File: src/rtl/path_tracer.sv
// Back-tracer for the shortest-path engine: snapshots distance/parent arrays on start,
// then streams node indices from dest back to src over a valid/ready handshake.
module path_tracer #(
  parameter int unsigned N_NODES  = 9,
  parameter int unsigned IDX_W    = 4,
  parameter int unsigned DIST_W   = 8,
  parameter int unsigned INF_DIST = 100
) (
  input  logic                      clk,
  input  logic                      rst,
  input  logic                      start,
  input  logic [IDX_W-1:0]          src,
  input  logic [IDX_W-1:0]          dest,
  input  logic [N_NODES*IDX_W-1:0]  parent_flat,
  input  logic [N_NODES*DIST_W-1:0] dist_flat,
  output logic                      busy,
  output logic                      node_valid,
  input  logic                      node_ready,
  output logic [IDX_W-1:0]          node_id,
  output logic                      node_last,
  output logic                      done,
  output logic [IDX_W-1:0]          path_len,
  output logic [DIST_W-1:0]         total_dist,
  output logic                      err_unreachable,
  output logic                      err_loop
);

  typedef enum logic [1:0] {StIdle, StCheck, StEmit, StFinish} state_e;

  localparam logic [IDX_W-1:0]  NodesIdx = IDX_W'(N_NODES);
  localparam logic [DIST_W-1:0] InfDist  = DIST_W'(INF_DIST);
  localparam logic [IDX_W-1:0]  OneIdx   = IDX_W'(1);

  state_e                      state_q, state_d;
  logic [IDX_W-1:0]            src_q, src_d;
  logic [IDX_W-1:0]            dest_q, dest_d;
  logic [N_NODES*IDX_W-1:0]    parent_q, parent_d;
  logic [N_NODES*DIST_W-1:0]   dist_q, dist_d;
  logic [IDX_W-1:0]            cur_q, cur_d;
  logic [IDX_W-1:0]            path_len_q, path_len_d;
  logic [DIST_W-1:0]           total_dist_q, total_dist_d;
  logic                        err_unr_q, err_unr_d;
  logic                        err_loop_q, err_loop_d;

  logic [IDX_W-1:0]            parent_arr [N_NODES];
  logic [DIST_W-1:0]           dist_arr   [N_NODES];
  logic [DIST_W-1:0]           dist_dest;
  logic [IDX_W-1:0]            nxt;
  logic [IDX_W-1:0]            len_inc;

  for (genvar i = 0; i < N_NODES; i++) begin : g_unpack
    assign parent_arr[i] = parent_q[i*IDX_W +: IDX_W];
    assign dist_arr[i]   = dist_q[i*DIST_W +: DIST_W];
  end

  // Out-of-range dest is flagged in CHECK; the guard only keeps the lookup well defined.
  assign dist_dest = (dest_q < NodesIdx) ? dist_arr[dest_q] : '0;
  assign nxt       = parent_arr[cur_q];
  assign len_inc   = path_len_q + OneIdx;

  always_comb begin
    state_d      = state_q;
    src_d        = src_q;
    dest_d       = dest_q;
    parent_d     = parent_q;
    dist_d       = dist_q;
    cur_d        = cur_q;
    path_len_d   = path_len_q;
    total_dist_d = total_dist_q;
    err_unr_d    = err_unr_q;
    err_loop_d   = err_loop_q;

    unique case (state_q)
      StIdle: begin
        if (start) begin
          src_d        = src;
          dest_d       = dest;
          parent_d     = parent_flat;
          dist_d       = dist_flat;
          path_len_d   = '0;
          total_dist_d = '0;
          err_unr_d    = 1'b0;
          err_loop_d   = 1'b0;
          state_d      = StCheck;
        end
      end
      StCheck: begin
        if (src_q >= NodesIdx || dest_q >= NodesIdx || dist_dest >= InfDist) begin
          err_unr_d = 1'b1;
          state_d   = StFinish;
        end else begin
          total_dist_d = dist_dest;
          cur_d        = dest_q;
          state_d      = StEmit;
        end
      end
      StEmit: begin
        if (node_ready) begin
          path_len_d = len_inc;
          if (cur_q == src_q) begin
            state_d = StFinish;
          end else if (nxt >= NodesIdx || len_inc == NodesIdx) begin
            // Bad pointer or a full graph's worth of hops without reaching src.
            err_loop_d = 1'b1;
            state_d    = StFinish;
          end else begin
            cur_d = nxt;
          end
        end
      end
      StFinish: state_d = StIdle;
      default:  state_d = StIdle;
    endcase
  end

  always_ff @(posedge clk or posedge rst) begin
    if (rst) begin
      state_q      <= StIdle;
      src_q        <= '0;
      dest_q       <= '0;
      parent_q     <= '0;
      dist_q       <= '0;
      cur_q        <= '0;
      path_len_q   <= '0;
      total_dist_q <= '0;
      err_unr_q    <= 1'b0;
      err_loop_q   <= 1'b0;
    end else begin
      state_q      <= state_d;
      src_q        <= src_d;
      dest_q       <= dest_d;
      parent_q     <= parent_d;
      dist_q       <= dist_d;
      cur_q        <= cur_d;
      path_len_q   <= path_len_d;
      total_dist_q <= total_dist_d;
      err_unr_q    <= err_unr_d;
      err_loop_q   <= err_loop_d;
    end
  end

  always_comb begin
    busy            = (state_q != StIdle);
    node_valid      = (state_q == StEmit);
    node_id         = node_valid ? cur_q : '0;
    node_last       = node_valid && (cur_q == src_q);
    done            = (state_q == StFinish);
    path_len        = path_len_q;
    total_dist      = total_dist_q;
    err_unreachable = err_unr_q;
    err_loop        = err_loop_q;
  end

endmodule

File: config.mk
export PLATFORM = sky130hd
export DESIGN_NAME = path_tracer
export DESIGN_NICKNAME = d
export VERILOG_FILES = /design/src/rtl/path_tracer.sv
export SDC_FILE = /design/constraint.sdc
export NUM_CORES = 1
export LEC_CHECK = 0
export BUFFER_PORTS_ARGS = -buffer_cell sky130_fd_sc_hd__buf_2
export CAP_MARGIN = 40
export CORE_AREA = 5 5 127 129
export CTS_BUF_LIST = sky130_fd_sc_hd__clkbuf_8
export DETAILED_ROUTE_END_ITERATION = 7
export DIE_AREA = 0 0 132 134
export PLACE_DENSITY = 0.66
export SLEW_MARGIN = 10
export SYNTH_ARGS = -nofsm -noshare
export SYNTH_HDL_FRONTEND = slang
export SYNTH_SLANG_ARGS = --single-unit
File: constraint.sdc
create_clock -name clk -period 5.2 [get_ports clk]
set_input_delay 0.52 -clock clk [delete_from_list [all_inputs] [get_ports clk]]
set_output_delay 0.52 -clock clk [all_outputs]
set_load 0.005 [all_outputs]
* Yosys cells after proc, flatten, opt, wreduce, memory -nomap -nowiden
Cells that the tools add are included.
Operators by class: equality and inequality tests 13, bitwise logic cells 2, magnitude comparators 7, reductions and logical operators 16, multiplexer cells 32, add/subtract/negate cells 1
Operator list (count):
- $mux 8 | 5
- $mux 4 | 9
- $bmux 8 s4 | 1
- $bmux 4 s4 | 1
- $pmux 4 s2 | 2
- $pmux 8 s2 | 1
- $ge 4x4->1 const B | 3
- $reduce_and 3->1 | 4
- $ge 5x5->1 const B | 2
- $ne 2x2->1 const B | 5
- $not 4->5 | 2
- $reduce_and 5->1 | 2
- $ge 8x7->1 const B | 1
- $mux 2 | 4
- $pmux 2 s4 | 1
- $reduce_bool 2->1 | 4
- $mux 1 | 6
- $add 4x1->4 const B | 1
- $eq 2x2->1 const B | 2
- $eq 4x4->1 | 1
- $eq 4x4->1 const B | 1
- $lt 4x4->1 const B | 1
- $ne 2x1->1 const B | 2
- $pmux 1 s2 | 2
- 6 further kinds | 8
Word-level totals: register bits 136, output and inout bits 22

* Depth between registers and ports, before layout
Gate-level depths: netlist of run 1.
depth after elaboration 10, mapped depth 9, depth with buffers taken out 8

* Worst setup path before layout of run 1
OpenSTA, ideal clock, no wires.
path type reg-to-reg, start register dest_q[0], end register total_dist_q[0], in the netlist total_dist[0], stages on the path, launching flop included 9, path slack 2.947 ns, arrival time 2.128 ns, setup time 0.125 ns, buffers on the path 1, clock period less this slack 2.253 ns, path through dfrtp_1 -> buf_6 -> mux2_2 -> o22ai_1 -> o31ai_1 -> o311ai_2 -> a21boi_4 -> nor2_8 -> mux2_4
On the way: word-level cells in the longest chain between the ends 9
Ends and longest elaborated chain:
- from (decl) | RTL line 36 | logic [IDX_W-1:0] dest_q, dest_d;
- from (signal assigned) | RTL line 131 | dest_q <= dest_d;
- $not 4->5 (not written as such) | RTL line 57 | assign dist_dest = (dest_q < NodesIdx) ? dist_arr[dest_q] : '0;
- $bmux 8 s4 | RTL line 57
- $mux 8 (not written as such) (2 in a row) | RTL line 57
- $mux 8 | RTL line 57
- $ge 8x7->1 | RTL line 88 | if (src_q >= NodesIdx || dest_q >= NodesIdx || dist_dest >= InfDist) begin
- $logic_or 1x1->1 | RTL line 88
- $ne 2x2->1 (no line)
- $reduce_and 3->1 (no line)
- to (signal assigned) | RTL line 136 | total_dist_q <= total_dist_d;
- to (decl) | RTL line 41 | logic [DIST_W-1:0] total_dist_q, total_dist_d;
Parallel ways exist; a longest one is shown, timed or not. The select of a mux whose other input is x is not followed. A chain may end at the register's enable or synchronous reset.

* Worst setup path in the final report of run 1
start register dest_q[0], end register total_dist_q[1], in the netlist total_dist[1]
Same word-level chain as after synthesis.

==> flow_summary.rst, run 1 <==
.. list-table::
   :header-rows: 1

   * - Metric
     - Value
   * - Status
     - finished clean
   * - Post-synthesis instance area
     - 6550 um2
   * - Max Buffers Root-to-Sink
     - 2
   * - Skew final
     - 0.00861 ns
   * - Max Transition Viols Final
     - 0
   * - Least setup slack across all paths after layout
     - 2.20 ns
   * - Clock tree from TritonCTS
     - done
   * - Count of unique library cells instantiated by Yosys
     - 48
   * - Core region area
     - 14900 um2
   * - Top-area cell type share of the netlist area
     - 51.9%
   * - Overall die width
     - 132 um
   * - Max-capacitance violation count
     - 0
   * - Top fanout value on the critical path
     - 22
   * - CP max-delay cell
     - sky130_fd_sc_hd__dfrtp_1
   * - Clk_lat worst skew
     - 0.44 ns
   * - CTS Hold Buffers Added
     - 0
   * - Average cell area after synthesis
     - 13.5 um2
   * - Overall die height
     - 134 um
   * - Period minus WS final
     - 3.00 ns
   * - Path type of the worst min-delay path
     - in2async
   * - CP peak stage delay
     - 0.62 ns
   * - Max VDD drop
     - 0.000248 V
   * - Initial antenna violation count
     - 2
   * - 1st-iter DRT viols
     - 238
   * - DRT antenna net count
     - 0
   * - Cell type with the largest total area after synthesis
     - sky130_fd_sc_hd__dfrtp_1
   * - Synthesized instance count
     - 484
   * - Endpoint arrival time on the critical path
     - 3.33 ns
   * - Final hold violations
     - 0
   * - Cell types with the largest area share after synthesis
     - sky130_fd_sc_hd__dfrtp_1 52%, sky130_fd_sc_hd__mux2_2 21%, sky130_fd_sc_hd__mux4_2 4.1%
   * - Share of the clock period used by the worst path after layout
     - 57.6%
   * - Total negative setup slack
     - 0 ns
   * - Initial Utilization
     - 43.9%
   * - Fill cells
     - 1303
   * - Power per cell area
     - 629 nW/um2
   * - Post-synth net total
     - 611
   * - Unrepaired setup endpoints after global routing
     - no
   * - Routed length per instance
     - 18.1 um
   * - Largest net degree at the start of global routing
     - 76
   * - Row cnt
     - 45
   * - Measured slew at the worst slew-check pin
     - 0.776 ns
   * - Number of warnings reported in the yosys synthesis log
     - 0
   * - Most used flip-flop cell after synthesis
     - sky130_fd_sc_hd__dfrtp_1
   * - Max Freq
     - 0.334 GHz
   * - CTS-repair resized insts
     - 0
   * - Post-CTS setup buffer count
     - 0
   * - Clock buffer count from CTS
     - 17
   * - Number of nets in the final layout
     - 751
   * - # H-tree levels
     - 4
   * - Crit-path cells
     - buf_4 > mux2_2 > o22ai_1 > o31ai_1 > o311ai_2 > a21boi_4 > nor2_8 > mux2_4
   * - Overflow left after global routing
     - 0
   * - Sum of routed wire length over all layers
     - 15000 um
   * - Category of the most critical setup path
     - reg2reg
   * - Number of buffers added on ports
     - 141
   * - Crit path buffers/inverters
     - 1
   * - Top-level port count
     - 142
   * - Routed via count divided by cell count
     - 5.29
   * - Setup-violating endpoint count in the final report
     - 0
   * - Top cell family by delay on the critical path
     - compound AO/OA/AOI/OAI gates
   * - Clock Tree Root
     - sky130_fd_sc_hd__clkbuf_8
   * - Fraction of registers with async set/reset
     - 100%
   * - Global routing usage summed across all routing layers
     - 17.2%
   * - DP Wirelength
     - 11300 um
   * - Area growth from synthesis to layout
     - 20.0%
   * - Sequential share of the synthesized area
     - 51.9%
   * - Placer congestion estimate
     - 0.794
   * - Worst Setup End Kind
     - flop
   * - Relative slew slack
     - 48.3%
   * - Clock transition at the registers of the reported paths
     - 0.08 ns
   * - Die area
     - 17700 um2
   * - Wire length of the first global-routing pass
     - 24100 um
   * - Ratio of cells with drive above 1 in the final layout
     - 52.0%
   * - Detailed-router iteration count before antenna repair
     - 4
   * - Num Clock Sinks
     - 136
   * - Count of flip-flops with a built-in enable after synthesis
     - 0
   * - DRC Markers
     - 0
   * - Total via count in the routed design
     - 4371
   * - Cell leakage power
     - 0.00361 uW
   * - Req. time, crit path
     - 5.54 ns
   * - Yosys reg bits
     - 136
   * - Worst Setup Start Kind
     - flop
   * - Via count of the first global-routing pass
     - 4687
   * - Worst slack after detailed placement
     - 2.20 ns
-- report_power, final --
part           switching [uW]  internal [uW]
Combinational             881           1120
Sequential                395           1580
Clock                     389            580
-- cells by family (layout without fill, tap and decap cells) --
group,Yosys count,in the layout,synth area share [%]
muxes,166,166,30.7
other,0,2,0
xor gates and xnor gates,4,4,0.535
AOI/OAI and AO/OA,54,54,6.43
buffers and inverters,40,193,3.11
and+or+nand+nor,77,77,5.98
DFF,136,136,51.9
adders and majority gates,7,7,1.34
-- worst register-to-register path, cell delays in order, from the launching register on --
cell                       delay (ns)
sky130_fd_sc_hd__dfrtp_1         0.62
sky130_fd_sc_hd__buf_4           0.40
sky130_fd_sc_hd__mux2_2          0.38
sky130_fd_sc_hd__o22ai_1         0.18
sky130_fd_sc_hd__o31ai_1         0.13
sky130_fd_sc_hd__o311ai_2        0.48
sky130_fd_sc_hd__a21boi_4        0.16
sky130_fd_sc_hd__nor2_8          0.23
sky130_fd_sc_hd__mux2_4          0.31
-- metal layers --
layer | vias to the layer above | share of wire [%] | global-route usage [%]
li1 | 2043 | - | -
met1 | 2214 | 44 | 22.0
met2 | 94 | 49 | 27.8
met3 | 20 | 4.9 | 4.95
met4 | 0 | 1.9 | 6.63
met5 | - | 0 | 0
-- per-stage QoR --
step	instances	total power, uW	instance area (um2)	hold WS, ns	utilization (%)
final	827	4950	7860	0.185	52.7
after global routing	827	5270	7860	0.225	52.7
after CTS	825	4980	7860	0.187	52.7
after detailed placement	793	4000	7410	0.488	49.6
after global placement	792	3910	7390	0.482	49.5
after floorplan	484	3520	6550	0.470	-
-- flip-flops by register name (all words and copies together), names as in the netlist --
name             count
dist_q              72
path_len             4
src_q                4
err_loop             1
dest_q               4
total_dist           8
parent_q            36
state_q              2
err_unreachable      1
cur_q                4
-- final timing paths --
kind | end | from | cells after the start | slack, ns
min | dist_q[25]$_DFFE_PP0P_ | rst | 2 | 0.18
min reg2reg | parent_q[22]$_DFFE_PP0P_ | parent_q[22]$_DFFE_PP0P_ | 1 | 0.50
max | total_dist[1]$_DFFE_PP0P_ | dest_q[0]$_DFFE_PP0P_ | 8 | 2.20
max reg2reg | total_dist[1]$_DFFE_PP0P_ | dest_q[0]$_DFFE_PP0P_ | 8 | 2.20
max in group asynchronous | total_dist[4]$_DFFE_PP0P_ | rst | 3 | 3.75
min in group clk | dist_q[45]$_DFFE_PP0P_ | dist_flat[45] | 2 | 0.30
-- cell usage after synthesis (2+ instances only) --
cell	count
sky130_fd_sc_hd__buf_6	4
sky130_fd_sc_hd__inv_1	16
sky130_fd_sc_hd__nand3_1	5
sky130_fd_sc_hd__o22ai_1	9
sky130_fd_sc_hd__o21ai_1	2
sky130_fd_sc_hd__o31ai_1	4
sky130_fd_sc_hd__nand2_1	30
sky130_fd_sc_hd__mux2_4	3
sky130_fd_sc_hd__dfrtp_1	136
sky130_fd_sc_hd__o221ai_1	3
sky130_fd_sc_hd__a22o_1	3
sky130_fd_sc_hd__and2_1	2
sky130_fd_sc_hd__mux4_2	12
sky130_fd_sc_hd__a21oi_1	10
sky130_fd_sc_hd__mux2_2	125
sky130_fd_sc_hd__o31ai_4	3
sky130_fd_sc_hd__nor2_1	19
sky130_fd_sc_hd__mux2_1	9
sky130_fd_sc_hd__clkbuf_1	16
sky130_fd_sc_hd__nor2b_1	2
sky130_fd_sc_hd__nand4_1	4
sky130_fd_sc_hd__nor3_1	2
sky130_fd_sc_hd__o21ai_0	8
sky130_fd_sc_hd__ha_1	7
sky130_fd_sc_hd__mux2i_1	16
sky130_fd_sc_hd__nand2b_1	3
sky130_fd_sc_hd__and4_1	2
sky130_fd_sc_hd__xnor2_1	4
sky130_fd_sc_hd__o31a_1	2
sky130_fd_sc_hd__a31oi_1	5
-- placed cells by master, fill, tap and decap left out, types with 5 or more instances in the layout --
cell and instances:
sky130_fd_sc_hd__mux2i_1 16, sky130_fd_sc_hd__o21ai_0 8, sky130_fd_sc_hd__a31oi_1 5, sky130_fd_sc_hd__clkbuf_8 22, sky130_fd_sc_hd__nor2_1 19, sky130_fd_sc_hd__nand2_1 29
sky130_fd_sc_hd__ha_1 7, sky130_fd_sc_hd__mux2_1 9, sky130_fd_sc_hd__nand3_1 5, sky130_fd_sc_hd__inv_1 17, sky130_fd_sc_hd__dfrtp_1 136, sky130_fd_sc_hd__mux2_2 125
sky130_fd_sc_hd__a21oi_1 10, sky130_fd_sc_hd__o22ai_1 9, sky130_fd_sc_hd__mux4_2 12, sky130_fd_sc_hd__buf_2 141
-- final cells by class --
type | instances | area [um2] | share of cell area (%)
Timing Repair Buffer | 145 | 748 | 9.52
Clock buffer | 22 | 303 | 3.85
Inverter | 16 | 65.1 | 0.828
Antenna cell | 2 | 5.00 | 0.0637
Multi-Input combinational cell | 308 | 2950 | 37.6
Tap cell | 188 | 235 | 2.99
Clock inverter | 10 | 148 | 1.88
Sequential cell | 136 | 3400 | 43.3
Note: power is estimated with default switching activity, not from simulation.
==> run 2, diff against run 1 <==
clock period = 3.05 ns   (was 5.2 ns; I/O delays follow)
==> flow_summary.rst, run 2 (synthesis gave the netlist of run 1 again) <==
.. list-table::
   :header-rows: 1

   * - Metric
     - Value
   * - Power per cell area
     - 1070 nW/um2 (+70%)
   * - Unrepaired setup endpoints after global routing
     - no
   * - 1st-iter DRT viols
     - 254 (+6.7%)
   * - DP Cell Count
     - 797 (+0.50%)
   * - Top fanout value on the critical path
     - 12 (-45%)
   * - Die area
     - 17700 um2 (unchanged)
   * - Routed length per instance
     - 18.3 um (+0.99%)
   * - CTS-repair resized insts
     - 0 (unchanged)
   * - Max Transition Viols Final
     - 0 (unchanged)
   * - Initial antenna violation count
     - 0 (-2)
   * - Number of buffers added on ports
     - 141 (unchanged)
   * - Overall die width
     - 132 um (unchanged)
   * - Max reg flops
     - 72 (unchanged)
   * - DRT antenna net count
     - 0 (unchanged)
   * - Largest reg by FF count
     - dist_q
   * - Clock Tree Root
     - sky130_fd_sc_hd__clkbuf_8
   * - Worst Setup End Kind
     - flop
   * - Non-filler instance count after layout
     - 828 (+0.12%)
   * - Worst Setup Start Kind
     - flop
   * - Setup-violating endpoint count in the final report
     - 0 (unchanged)
   * - Max Freq
     - 0.368 GHz (+10%)
   * - Detailed-router iteration count before antenna repair
     - 4 (unchanged)
   * - Num Clock Sinks
     - 136 (unchanged)
   * - Category of the most critical setup path
     - reg2reg
   * - Max-capacitance violation count
     - 0 (unchanged)
   * - Status
     - finished clean
   * - Number of nets in the final layout
     - 755 (+0.53%)
   * - Worst-case register-to-register setup slack
     - 0.33 ns (-1.87 ns)
   * - Sum of routed wire length over all layers
     - 15200 um (+1.1%)
   * - Placer congestion estimate
     - 0.804 (+1.2%)
   * - Wire length of the first global-routing pass
     - 24600 um (+2.0%)
   * - Final hold violations
     - 0 (unchanged)
   * - Max Buffers Root-to-Sink
     - 2 (unchanged)
   * - Measured slew at the worst slew-check pin
     - 0.752 ns (-0.0235 ns)
   * - Clk_lat worst skew
     - 0.44 ns (about the same)
   * - Row cnt
     - 45 (unchanged)
   * - Antenna Diode Count
     - 0 (-2)
   * - Req. time, crit path
     - 3.36 ns (-2.18 ns)
   * - Clock transition at the registers of the reported paths
     - 0.07 ns (about the same)
   * - Relative slew slack
     - 49.8% (+1.6 points)
   * - Ratio of cells with drive above 1 in the final layout
     - 52.5% (+0.54 points)
   * - Fill cells
     - 1295 (-0.61%)
   * - # H-tree levels
     - 4 (unchanged)
   * - Area growth from synthesis to layout
     - 20.3%
   * - DRC Markers
     - 0 (unchanged)
   * - Max VDD drop
     - 0.000384 V (+55%)
   * - Total via count in the routed design
     - 4381 (+0.23%)
   * - Post-layout util
     - 52.8% (+0.14 points)
   * - Worst slack after detailed placement
     - 0.322 ns (-1.88 ns)
   * - Least setup slack across all paths after layout
     - 0.333 ns (-1.87 ns)
   * - Via count of the first global-routing pass
     - 4721 (+0.73%)
   * - Cell leakage power
     - 0.00359 uW (-0.42%)
   * - CTS Hold Buffers Added
     - 0 (unchanged)
   * - Skew final
     - 0.00849 ns (-0.000115 ns)
   * - Endpoint arrival time on the critical path
     - 3.02 ns (-0.31 ns)
   * - Top library cells by usage in the layout, fill and taps aside
     - 141 x sky130_fd_sc_hd__buf_2, 136 x sky130_fd_sc_hd__dfrtp_1, 125 x sky130_fd_sc_hd__mux2_2
   * - Share of the clock period used by the worst path after layout
     - 89.1% (+31 points)
   * - Period minus WS final
     - 2.72 ns (-0.279 ns)
   * - Initial Utilization
     - 43.9% (unchanged)
   * - Post-CTS setup buffer count
     - 0 (unchanged)
   * - Core region area
     - 14900 um2 (unchanged)
   * - Clock tree from TritonCTS
     - done
   * - Path type of the worst min-delay path
     - in2async
   * - Total negative setup slack
     - 0 ns (unchanged)
   * - Largest net degree at the start of global routing
     - 137 (+80%)
   * - Routed via count divided by cell count
     - 5.29 (+0.11%)
   * - Overall die height
     - 134 um (unchanged)
   * - Commonest non-fill, non-tap cell in the layout
     - sky130_fd_sc_hd__buf_2
   * - Overflow left after global routing
     - 0 (unchanged)
   * - DP Wirelength
     - 11300 um (+0.15%)
   * - Top-level port count
     - 142 (unchanged)
   * - Clock buffer count from CTS
     - 17 (unchanged)
   * - Global routing usage summed across all routing layers
     - 17.6% (+0.42 points)
run 2: layout make-up:
cell class	count	area (um2)	area share, %
inverters	16	63.8	0.810
clock inverters	11	148	1.87
flip-flops and latches	136	3400	43.2
well taps	188	235	2.98
clock buffers	20	275	3.49
multi-input cells	308	2950	37.5
repair buffers	149	803	10.2
run 2: per-layer routing:
layer  vias to the layer above  wire length (um)  track usage (%)
met5                         -                 0                0
met4                         0               209             6.00
met3                        17               783             4.50
met2                       138              7360             28.5
met1                      2184              6800             23.2
li1                       2042                 -                -
run 2: path summary, 6_finish.rpt:
kind | startpoint | to | cells past startpoint
max | cur_q[1]$_DFFE_PP0P_ | cur_q[2]$_DFFE_PP0P_ | 7
min | rst | parent_q[27]$_DFFE_PP0P_ | 3
max reg2reg | cur_q[1]$_DFFE_PP0P_ | cur_q[2]$_DFFE_PP0P_ | 7
min reg2reg | total_dist[7]$_DFFE_PP0P_ | total_dist[7]$_DFFE_PP0P_ | 1
max in group asynchronous | rst | dist_q[19]$_DFFE_PP0P_ | 3
min in group clk | dist_flat[2] | dist_q[2]$_DFFE_PP0P_ | 2
run 2: critical path, cell delays in order (launching register included):
cell and delay, ns:
sky130_fd_sc_hd__dfrtp_1 0.71, sky130_fd_sc_hd__mux4_2 0.59, sky130_fd_sc_hd__mux2i_1 0.16, sky130_fd_sc_hd__o21ai_1 0.12, sky130_fd_sc_hd__o31ai_4 0.31, sky130_fd_sc_hd__nand4_1 0.17
sky130_fd_sc_hd__a21oi_1 0.36, sky130_fd_sc_hd__o221ai_1 0.17
run 2: through the flow:
stage	total power, uW	instance area, um2	hold slack, ns
after CTS	8490	7880	0.0533
after floorplan	6000	6560	0.456
after global routing	8980	7880	0.0521
final	8410	7880	0.0504
after detailed placement	6900	7460	0.488
after global placement	6760	7460	0.482
run 2: power by group:
part,total [uW],internal (uW),switching [uW]
combinational,3520,1960,1570
clock,1550,868,686
sequential,3340,2700,642
